`src/rtl/cw_pkg.sv`:
```
// rtl/cw_pkg.sv - shared widths and FSM state encoding for the codeword encoder control
package cw_pkg;

    localparam int N_W = 19;
    localparam int T_W = 4;
    localparam int D_W = 18;
    localparam int U_W = 5;

    typedef enum logic [2:0] {
        IDLE   = 3'd0,
        WAIT_D = 3'd1,
        FLAG   = 3'd2,
        INDEX  = 3'd3,
        EMIT   = 3'd4,
        FILL   = 3'd5,
        FIN    = 3'd6
    } state_t;

endpackage

```
`src/rtl/cw_encode_ctrl_if.sv`:
```
// rtl/cw_encode_ctrl_if.sv - control, message-bit, best-d and delta signals of cw_encode_ctrl
// CW_ENC_BITCNT_EN adds the bits_used counter output.
interface cw_encode_ctrl_if;
    import cw_pkg::*;

    logic           start;
    logic [N_W-1:0] n_init;
    logic [T_W-1:0] t_init;
    logic           bit_in;
    logic           bit_valid;
    logic           bit_ready;
    logic [N_W-1:0] n_q;
    logic [T_W-1:0] t_q;
    logic [D_W-1:0] d;
    logic [U_W-1:0] u;
    logic [D_W-1:0] delta;
    logic           delta_valid;
    logic           delta_ready;
    logic           busy;
    logic           done;
    logic           err;
`ifdef CW_ENC_BITCNT_EN
    logic [15:0]    bits_used;
`endif

    modport master (
        output start, n_init, t_init, bit_in, bit_valid, d, u, delta_ready,
        input  bit_ready, n_q, t_q, delta, delta_valid, busy, done, err
`ifdef CW_ENC_BITCNT_EN
        , input bits_used
`endif
    );

    modport slave (
        input  start, n_init, t_init, bit_in, bit_valid, d, u, delta_ready,
        output bit_ready, n_q, t_q, delta, delta_valid, busy, done, err
`ifdef CW_ENC_BITCNT_EN
        , output bits_used
`endif
    );

endinterface

```
`src/rtl/cw_idx_shreg.sv`:
```
// rtl/cw_idx_shreg.sv - u-bit MSB-first index collector with remaining-bit counter
module cw_idx_shreg
    import cw_pkg::*;
(
    input  logic           clk,
    input  logic           rst,
    input  logic           load,
    input  logic [U_W-1:0] len,
    input  logic           shift,
    input  logic           bit_in,
    output logic [D_W-1:0] idx,
    output logic           last
);

    logic [D_W-1:0] idx_r;
    logic [U_W-1:0] cnt;

    always_ff @(posedge clk or posedge rst) begin
        if (rst) begin
            idx_r <= '0;
            cnt   <= '0;
        end else if (load) begin
            idx_r <= '0;
            cnt   <= len;
        end else if (shift) begin
            idx_r <= {idx_r[D_W-2:0], bit_in};
            cnt   <= cnt - 1'b1;
        end
    end

    // High while the bit about to be shifted in is the final index bit.
    assign last = (cnt == U_W'(1));
    assign idx  = idx_r;

endmodule

```
`src/rtl/cw_encode_ctrl.sv`:
```
// rtl/cw_encode_ctrl.sv - serial-bit to position-gap encoder control FSM (CW_ENC_BITCNT_EN: bits_used counter)
module cw_encode_ctrl
    import cw_pkg::*;
#(
    parameter int BD_LAT = 2
) (
    input  logic            clk,
    input  logic            rst,
    cw_encode_ctrl_if.slave bus
);

    localparam int WC_W = $clog2(BD_LAT + 2);

    state_t         state;
    logic [N_W-1:0] n_r;
    logic [T_W-1:0] t_r;
    logic [D_W-1:0] d_r;
    logic [U_W-1:0] u_r;
    logic [WC_W-1:0] wait_cnt;
    logic           err_r;
    logic           done_r;
    logic [D_W-1:0] idx;
    logic           idx_last;
    logic           bit_ready;
    logic           delta_valid;
    logic           bit_hs;
    logic           delta_hs;
    logic           idx_load;
    logic           idx_shift;
    logic [N_W-1:0] t_ext;
    logic [N_W-1:0] d_ext;

    assign bit_ready   = (state == FLAG) || (state == INDEX);
    assign delta_valid = (state == EMIT) || (state == FILL);
    assign bit_hs      = bit_ready && bus.bit_valid;
    assign delta_hs    = delta_valid && bus.delta_ready;
    assign idx_load    = (state == FLAG) && bit_hs && !bus.bit_in;
    assign idx_shift   = (state == INDEX) && bit_hs;
    assign t_ext       = N_W'(t_r);
    assign d_ext       = N_W'(d_r);

    cw_idx_shreg u_idx (
        .clk    (clk),
        .rst    (rst),
        .load   (idx_load),
        .len    (u_r),
        .shift  (idx_shift),
        .bit_in (bus.bit_in),
        .idx    (idx),
        .last   (idx_last)
    );

    always_ff @(posedge clk or posedge rst) begin
        if (rst) begin
            state    <= IDLE;
            n_r      <= '0;
            t_r      <= '0;
            d_r      <= '0;
            u_r      <= '0;
            wait_cnt <= '0;
            err_r    <= 1'b0;
            done_r   <= 1'b0;
        end else begin
            done_r <= (state == FIN);
            case (state)
                IDLE: begin
                    if (bus.start) begin
                        n_r      <= bus.n_init;
                        t_r      <= bus.t_init;
                        err_r    <= 1'b0;
                        wait_cnt <= '0;
                        state    <= (bus.t_init == '0) ? FIN : WAIT_D;
                    end
                end
                // Every entry here follows an n/t update; give the best-d stage time to settle.
                WAIT_D: begin
                    if (wait_cnt == WC_W'(BD_LAT)) begin
                        wait_cnt <= '0;
                        d_r      <= bus.d;
                        u_r      <= bus.u;
                        if (t_r == '0) begin
                            state <= FIN;
                        end else if (n_r == t_ext) begin
                            state <= FILL;
                        end else if (n_r < t_ext) begin
                            err_r <= 1'b1;
                            state <= FIN;
                        end else begin
                            state <= FLAG;
                        end
                    end else begin
                        wait_cnt <= wait_cnt + 1'b1;
                    end
                end
                FLAG: begin
                    if (bit_hs) begin
                        if (bus.bit_in) begin
                            if (d_ext >= n_r) begin
                                err_r <= 1'b1;
                                state <= FIN;
                            end else begin
                                n_r   <= n_r - d_ext;
                                state <= WAIT_D;
                            end
                        end else begin
                            state <= INDEX;
                        end
                    end
                end
                INDEX: begin
                    if (idx_shift && idx_last) begin
                        state <= EMIT;
                    end
                end
                EMIT: begin
                    if (delta_hs) begin
                        n_r   <= n_r - (N_W'(idx) + N_W'(1));
                        t_r   <= t_r - 1'b1;
                        state <= WAIT_D;
                    end
                end
                FILL: begin
                    if (delta_hs) begin
                        n_r <= n_r - 1'b1;
                        t_r <= t_r - 1'b1;
                        if (t_r == T_W'(1)) begin
                            state <= FIN;
                        end
                    end
                end
                FIN: begin
                    state <= IDLE;
                end
                default: begin
                    state <= IDLE;
                end
            endcase
        end
    end

`ifdef CW_ENC_BITCNT_EN
    logic [15:0] bits_used_r;

    always_ff @(posedge clk or posedge rst) begin
        if (rst) begin
            bits_used_r <= '0;
        end else if ((state == IDLE) && bus.start) begin
            bits_used_r <= '0;
        end else if (bit_hs && (bits_used_r != 16'hFFFF)) begin
            bits_used_r <= bits_used_r + 1'b1;
        end
    end

    assign bus.bits_used = bits_used_r;
`endif

    assign bus.bit_ready   = bit_ready;
    assign bus.delta_valid = delta_valid;
    assign bus.delta       = (state == EMIT) ? idx : '0;
    assign bus.n_q         = n_r;
    assign bus.t_q         = t_r;
    assign bus.busy        = (state != IDLE);
    assign bus.done        = done_r;
    assign bus.err         = err_r;

endmodule

```
`src/flat_wrapper.sv`:
```
// flat-port wrapper written by rule: the top's interface ports become plain ports
module cw_encode_ctrl_flat import cw_pkg::*;
#(
    parameter int BD_LAT = 2
)
  (clk, rst, bus_start, bus_n_init, bus_t_init, bus_bit_in, bus_bit_valid, bus_d, bus_u, bus_delta_ready, bus_bit_ready, bus_n_q, bus_t_q, bus_delta, bus_delta_valid, bus_busy, bus_done, bus_err);
  cw_encode_ctrl_if bus_i ();
  input  logic clk;
  input  logic rst;
  input wire logic [$bits(bus_i.start)-1:0] bus_start;
  input wire logic [$bits(bus_i.n_init)-1:0] bus_n_init;
  input wire logic [$bits(bus_i.t_init)-1:0] bus_t_init;
  input wire logic [$bits(bus_i.bit_in)-1:0] bus_bit_in;
  input wire logic [$bits(bus_i.bit_valid)-1:0] bus_bit_valid;
  input wire logic [$bits(bus_i.d)-1:0] bus_d;
  input wire logic [$bits(bus_i.u)-1:0] bus_u;
  input wire logic [$bits(bus_i.delta_ready)-1:0] bus_delta_ready;
  output wire logic [$bits(bus_i.bit_ready)-1:0] bus_bit_ready;
  output wire logic [$bits(bus_i.n_q)-1:0] bus_n_q;
  output wire logic [$bits(bus_i.t_q)-1:0] bus_t_q;
  output wire logic [$bits(bus_i.delta)-1:0] bus_delta;
  output wire logic [$bits(bus_i.delta_valid)-1:0] bus_delta_valid;
  output wire logic [$bits(bus_i.busy)-1:0] bus_busy;
  output wire logic [$bits(bus_i.done)-1:0] bus_done;
  output wire logic [$bits(bus_i.err)-1:0] bus_err;
  assign bus_i.start = bus_start;
  assign bus_i.n_init = bus_n_init;
  assign bus_i.t_init = bus_t_init;
  assign bus_i.bit_in = bus_bit_in;
  assign bus_i.bit_valid = bus_bit_valid;
  assign bus_i.d = bus_d;
  assign bus_i.u = bus_u;
  assign bus_i.delta_ready = bus_delta_ready;
  assign bus_bit_ready = bus_i.bit_ready;
  assign bus_n_q = bus_i.n_q;
  assign bus_t_q = bus_i.t_q;
  assign bus_delta = bus_i.delta;
  assign bus_delta_valid = bus_i.delta_valid;
  assign bus_busy = bus_i.busy;
  assign bus_done = bus_i.done;
  assign bus_err = bus_i.err;
  cw_encode_ctrl #(.BD_LAT(BD_LAT)) u_core (.clk(clk), .rst(rst), .bus(bus_i));
endmodule
```
`config.mk`:
```
export PLATFORM = sky130hd
export DESIGN_NAME = cw_encode_ctrl_flat
export DESIGN_NICKNAME = d
export VERILOG_FILES = /design/src/rtl/cw_pkg.sv /design/src/rtl/cw_encode_ctrl_if.sv /design/src/rtl/cw_idx_shreg.sv /design/src/rtl/cw_encode_ctrl.sv /design/src/flat_wrapper.sv
export SDC_FILE = /design/constraint.sdc
export NUM_CORES = 1
export LEC_CHECK = 0
export BUFFER_PORTS_ARGS = -buffer_cell sky130_fd_sc_hd__buf_2
export CAP_MARGIN = 20
export CORE_AREA = 2 2 121 123
export CTS_CLUSTER_DIAMETER = 40
export CTS_CLUSTER_SIZE = 8
export DETAILED_ROUTE_END_ITERATION = 10
export DIE_AREA = 0 0 123 125
export GPL_TIMING_DRIVEN = 0
export HOLD_SLACK_MARGIN = 0.1
export SYNTH_ARGS = -nofsm -noshare
export SYNTH_HDL_FRONTEND = slang
export SYNTH_HIERARCHICAL = 1
export SYNTH_SLANG_ARGS = --single-unit
```
`constraint.sdc`:
```
create_clock -name clk -period 3.7 [get_ports clk]
set_input_delay 0.37 -clock clk [delete_from_list [all_inputs] [get_ports clk]]
set_output_delay 0.37 -clock clk [all_outputs]
set_load 0.005 [all_outputs]
```
Word-level counts from Yosys, hierarchy flattened
Cells that the tools add are included.
- flip-flop bits (word level): 76
- input port bits: 52
- output and inout bits: 46
- logic and storage cells: 109
- add/subtract/negate cells: 7
- order comparisons: 2
- equal/unequal tests: 24
- mux-type cells: 41
- reductions and logical operators: 25
- operators by type and width (kind ; count):
    2-to-1 mux 19 bit ; 6
    case mux 19 bit (4 select lines) ; 1
    2-to-1 mux 18 bit ; 3
    2-to-1 mux 3 bit ; 13
    adder 18 x 1 -> 19 bit, second input constant ; 1
    equality test 19 x 4 -> 1 bit ; 1
    greater-or-equal comparator 18 x 19 -> 1 bit ; 1
    < comparator 19 x 4 -> 1 bit ; 1
    subtractor 19 x 1 -> 19 bit, second input constant ; 1
    subtractor 19 x 18 -> 19 bit ; 1
    subtractor 19 bit ; 1
    case mux 3 bit (6 select lines) ; 1
    inequality test 2 bit, second input constant ; 8
    AND reduction 7 bit ; 2
    inequality test 2 x 1 -> 1 bit, second input constant ; 6
    2-to-1 mux 5 bit ; 2
    equality test 3 bit, second input constant ; 3
    AND reduction 9 bit ; 1
    zero test 4 bit ; 2
    2-to-1 mux 1 bit ; 8
    2-to-1 mux 4 bit ; 2
    case mux 4 bit (2 select lines) ; 1
    equality test 3 x 2 -> 1 bit, second input constant ; 2
    logical AND 1 bit ; 6
    other kinds (19) ; 25

Longest topological paths before layout
- word-level depth: 7
- depth in mapped cells: 12
- mapped depth without buffers: 12

By module
Netlist, hierarchy kept.
- by module, submodules not included (module ; instances ; cells an instance ; area an instance (um2)):
    cw_encode_ctrl ; 1 ; 646 ; 5192.5
    cw_idx_shreg ; 1 ; 89 ; 1041.0

Worst setup path before layout
Ideal clock, no wire load.
- kind: register -> register
- start point: reg u_core.n_r[0], in the netlist u_core/bus.n_q[0]
- end point: reg u_core.n_r[18], in the netlist u_core/bus.n_q[18]
- arrival time: 2.823 ns
- required time: 3.579 ns
- setup slack: 0.756 ns
- cell stages (with the launch flop): 13
- buffers on the path: 0
- clock period less this slack: 2.944 ns
- cell sequence: dfrtp_1 inv_1 ha_1 inv_1 fa_1 a21o_1 a22o_1 o31ai_4 nor3_1 a2111oi_4 mux2i_1 a211o_1 a22o_1
- longest elaborated chain between the ends: 5
- ends and longest elaborated chain (what ; line ; RTL):
    start: declaration ; cw_encode_ctrl.sv:15 ; logic [N_W-1:0] n_r;
    start signal: assignment ; cw_encode_ctrl.sv:68 ; n_r <= bus.n_init;
    start signal: assignment ; cw_encode_ctrl.sv:102 ; n_r <= n_r - d_ext;
    start signal: assignment ; cw_encode_ctrl.sv:117 ; n_r <= n_r - (N_W'(idx) + N_W'(1));
    subtractor 19 x 18 -> 19 bit ; cw_encode_ctrl.sv:102 ;
    2-to-1 mux 19 bit ; cw_encode_ctrl.sv:98 ; if (d_ext >= n_r) begin
    2-to-1 mux 19 bit ; cw_encode_ctrl.sv:97 ; if (bus.bit_in) begin
    2-to-1 mux 19 bit ; cw_encode_ctrl.sv:96 ; if (bit_hs) begin
    case mux 19 bit (4 select lines) ; cw_encode_ctrl.sv:65 ; case (state)
Parallel ways exist; a longest one is shown, timed or not. The select of a mux whose other input is x is not followed.
A chain may end at the register's enable or synchronous reset.

Worst setup path in the final report
Same ends and word-level chain as after synthesis.

==> summary.md <==
| Metric | Value |
|---|---|
| Adder-cell area share of the yosys netlist | 0.0967 |
| Yosys warnings | 6 |
| Setup crit start kind | register |
| Final Hold Vio Count | 0 |
| Async set-reset flop share out of synthesis | 1.00 |
| Die Span Y | 125 um |
| Average instance area after synthesis | 8.48 um2 |
| Core footprint | 0.0142 mm2 |
| Terminating pin of the worst hold path | u_core/u_r[1] |
| Worst Max-Slew Pin Slew | 0.960 ns |
| Signed area change from the synthesized netlist to the final layout | 17.6% |
| PwrDens | 1070 mW/mm2 |
| Area share of the largest cell type after synthesis | 0.305 |
| Number of search-and-repair iterations in the first detailed-routing pass | 5 |
| Total global routing overflow | 0 |
| Share of post-route cells with drive strength above 1 | 0.188 |
| Worst Path Class, Setup | reg -> reg |
| First-iteration detailed-routing DRC count | 447 |
| Synth top area cells | dfrtp_1, ha_1, nor2_1 |
| Unique masters post-synth | 72 |
| Maximum number of pins on one net before global-route repair | 35 |
| Final worst-path cycle share | 0.898 |
| Final weighted congestion in routability-driven placement | 0.951 |
| Most common library cells after synthesis | nor2_1, dfrtp_1, inv_1 |
| Count of state elements after synthesis | 76 |
| Number of rows in the core area | 44 |
| Detailed-route via count | 5944 |
| Wire length per cell | 18.4 um |
| Part of the power in registers | 0.211 |
| Outcome | complete, no violations |
| Hold Path Origin | bus_u[1] |
| Count of antenna-violating nets left after detailed routing | 0 |
| Count of flip-flops with a built-in enable after synthesis | 0 |
| Part of the Yosys area used for sequential elements | 0.305 |
| Worst reg-to-reg setup slack | 0.38 ns |
| Reg2Reg Launch Point | u_core/bus.n_q[0] |
| Dominant combinational cell family by area after synthesis | compound AO/OA/AOI/OAI gates |
| Most common flop cell mapped by yosys | dfrtp_1 |
| Lkg Pwr | 3.27 nW |
| R2R depth | 12 |
| Clock tree from TritonCTS | built |
| Cell-internal power | 3.96 mW |
| Clock Sinks | 76 |
| Max FO, Critical Path | 6 |
| Boundary pin count | 98 |
| Data arrival at the endpoint of the critical path | 3.55 ns |
| First-pass GRT wire length | 30.4 mm |
| Area share of xor/xnor cells in the synthesized design | 0.0604 |
| Cell taking the most area after synthesis | dfrtp_1 |
| Post-route DRC violation count | 0 |
| Routed vias/inst | 5.75 |
| Class of the tightest hold or removal check | in -> reg |
| Number of clock buffers inserted by TritonCTS | 9 |
| Share of the core filled with cells | 0.516 |
| Data required time at the worst endpoint | 3.93 ns |
| Wire length reported by the detailed router | 19.0 mm |
| Fmax | 301 MHz |
| Total of endpoints with negative setup slack in the final report | 0 |
| Die Outline Area | 0.0154 mm2 |
| Synth Cell Area | 0.00623 mm2 |
| Endpoint of the worst register-to-register path | u_core/bus.n_q[18] |
| H-tree levels | 3 |
| Post-Synthesis Net Count | 834 |
| Post-Route Skew | 0.00839 ns |
| Clock insertion delay at the later pin of the skew report | 0.35 ns |
| Library cell used as clock root buffer | clkbuf_16 |
| Proportion of total power due to net switching | 0.494 |
| Resized Gates After CTS | 0 |
| Min-Delay Path Depth | 2 |
| Post-Route Setup TNS | 0 ns |
| Estimated wirelength of the detail-placed design | 14.7 mm |
| Worst-case clock buffer depth | 2 |
| Clock period minus worst slack | 3.32 ns |
| Most frequent cell after synthesis | nor2_1 |
| Initial core utilization | 0.439 |
| Net switching power of the design | 3.86 mW |
| Worst voltage drop across the vdd grid | 0.364 mV |
| Fraction of the mapped netlist area in compound gates | 0.211 |
| Antenna diode instance count | 0 |
| Register clock-pin slew on the reported worst setup and hold paths | 0.06 ns |
| Worst Setup End Kind | register |
| Mux cell area share after synthesis | 0.0821 |
| Number of instances in the synthesized netlist | 735 |
| Via count of the first global-routing pass | 5810 |
| Maximum capacitance violations | 0 |
| Buffers added on ports | 97 |
| Layout filler cell count | 1399 |
| Tightest slew margin relative to the limit | 0.358 |
| Horizontal extent of the die | 123 um |
| RSZ-0062 raised after global routing | false |
| Portion of total power attributed to combinational logic | 0.654 |
| Count of final max-slew check failures | 0 |
| Total number of nets in the final design | 944 |
| Initial antenna violation count | 0 |
| Area fraction in and, or, nand and nor cells after synthesis | 0.191 |
| Total Routing Usage GR | 0.254 |
| Clock power frac | 0.135 |
==> cell usage in the layout (no fill, tap or decap), types with 4 or more instances in the layout <==
master	instances
nand2_1	53
o21a_1	9
a221oi_1	5
mux2_2	25
or3_1	8
a21oi_1	49
a22o_1	7
a221o_1	4
nor2_1	97
ha_1	45
mux2i_1	23
nand3b_1	5
inv_1	55
clkbuf_16	9
clkbuf_1	19
o221ai_1	4
nor3b_1	7
o211ai_1	10
buf_2	101
o21ai_0	47
nor3_1	16
xor2_1	20
dfrtp_1	76
a31oi_1	7
xnor2_1	23
a211oi_1	6
nand3_1	15
a21o_1	9
and3_1	6
nor2b_1	12
==> power by group through the flow <==
stage	sequential (mW)	clock [mW]	combinational, mW
2_1_floorplan	1.52	0	3.72
3_3_place_gp	1.64	0	4.86
3_5_place_dp	1.66	0	4.98
4_1_cts	1.64	1.08	5.02
5_1_grt	1.71	1.11	5.64
6_report	1.65	1.06	5.11
==> metrics by stage <==
step / cells / total power [mW] / setup WS [ns] / hold WS [ns] / instance area (um2)
finish: 1034 / 7.81 / 0.379 / 0.245 / 7330
global route: 1034 / 8.46 / 0.203 / 0.245 / 7330
CTS: 1034 / 7.74 / 0.383 / 0.234 / 7330
detailed placement: 1017 / 6.63 / 0.424 / 0.425 / 6970
global placement: 1016 / 6.51 / 0.433 / 0.468 / 6950
floorplan: 735 / 5.24 / 0.756 / 0.372 / 6230
==> layout make-up <==
class	count	area, um2	share of cell area
clock buffers	11	243	0.0331
well taps	184	230	0.0314
clock inverters	5	108	0.0147
inverters	56	210	0.0287
plain buffers	27	125	0.0171
multi-input cells	576	4000	0.545
flip-flops and latches	76	1900	0.259
repair buffers	99	515	0.0703
==> worst max-delay path by stage <==
| stage | slack, ns | cells after the start | start | end |
|---|---|---|---|---|
| floorplan | 0.76 | 12 | u_core/bus.n_q[0] | u_core/bus.n_q[18] |
| global placement | 0.43 | 12 | u_core/bus.n_q[0] | u_core/bus.n_q[18] |
| detailed placement | 0.42 | 12 | u_core/bus.n_q[0] | u_core/bus.n_q[18] |
| CTS | 0.38 | 9 | u_core/state[2] | bus_delta[12] |
| global route | 0.20 | 9 | u_core/state[2] | bus_delta[14] |
| finish | 0.38 | 12 | u_core/bus.n_q[0] | u_core/bus.n_q[18] |
==> layer usage <==
metal  track usage  up-vias  share of wire
li1              -     2857              -
met1         0.348     2817           0.45
met2         0.396      231           0.46
met3        0.0415       39          0.068
met4         0.108        0          0.028
met5             0        -              0
==> registers in the layout (all words and copies together) (netlist names) <==
| register | cells |
|---|---|
| u_core/bus.done | 1 |
| u_core/bus.err | 1 |
| u_core/bus.n_q | 19 |
| u_core/bus.t_q | 4 |
| u_core/d_r | 18 |
| u_core/state | 3 |
| u_core/u_idx/cnt | 5 |
| u_core/u_idx/idx | 18 |
| u_core/u_r | 5 |
| u_core/wait_cnt | 2 |
==> critical path: stages (launching register included) <==
cell and delay [ns]:
dfrtp_1 0.44, inv_1 0.17, ha_1 0.20, inv_1 0.05, fa_1 0.42, a21o_1 0.22, a22o_1 0.30, o31ai_4 0.34
nor3_1 0.12, a2111oi_4 0.34, mux2i_1 0.14, a211o_1 0.28, a22o_1 0.19
==> kinds of logic (layout without fill, tap and decap cells) <==
group / count (synthesis) / count (layout)
AOI/OAI and AO/OA: 194 / 194
muxes: 48 / 48
buffers and inverters: 83 / 198
xor gates and xnor gates: 43 / 43
adders and majority gates: 47 / 47
DFF: 76 / 76
and+or+nand+nor: 244 / 244
==> repair_timing <==
item                                    in CTS  in global routing
hold buffers                                 1                  0
endpoints found under the setup margin       0                  0
hold endpoints to repair                    19                  0
buffers inserted                             0                  0
(Power assumes the default switching activity.)
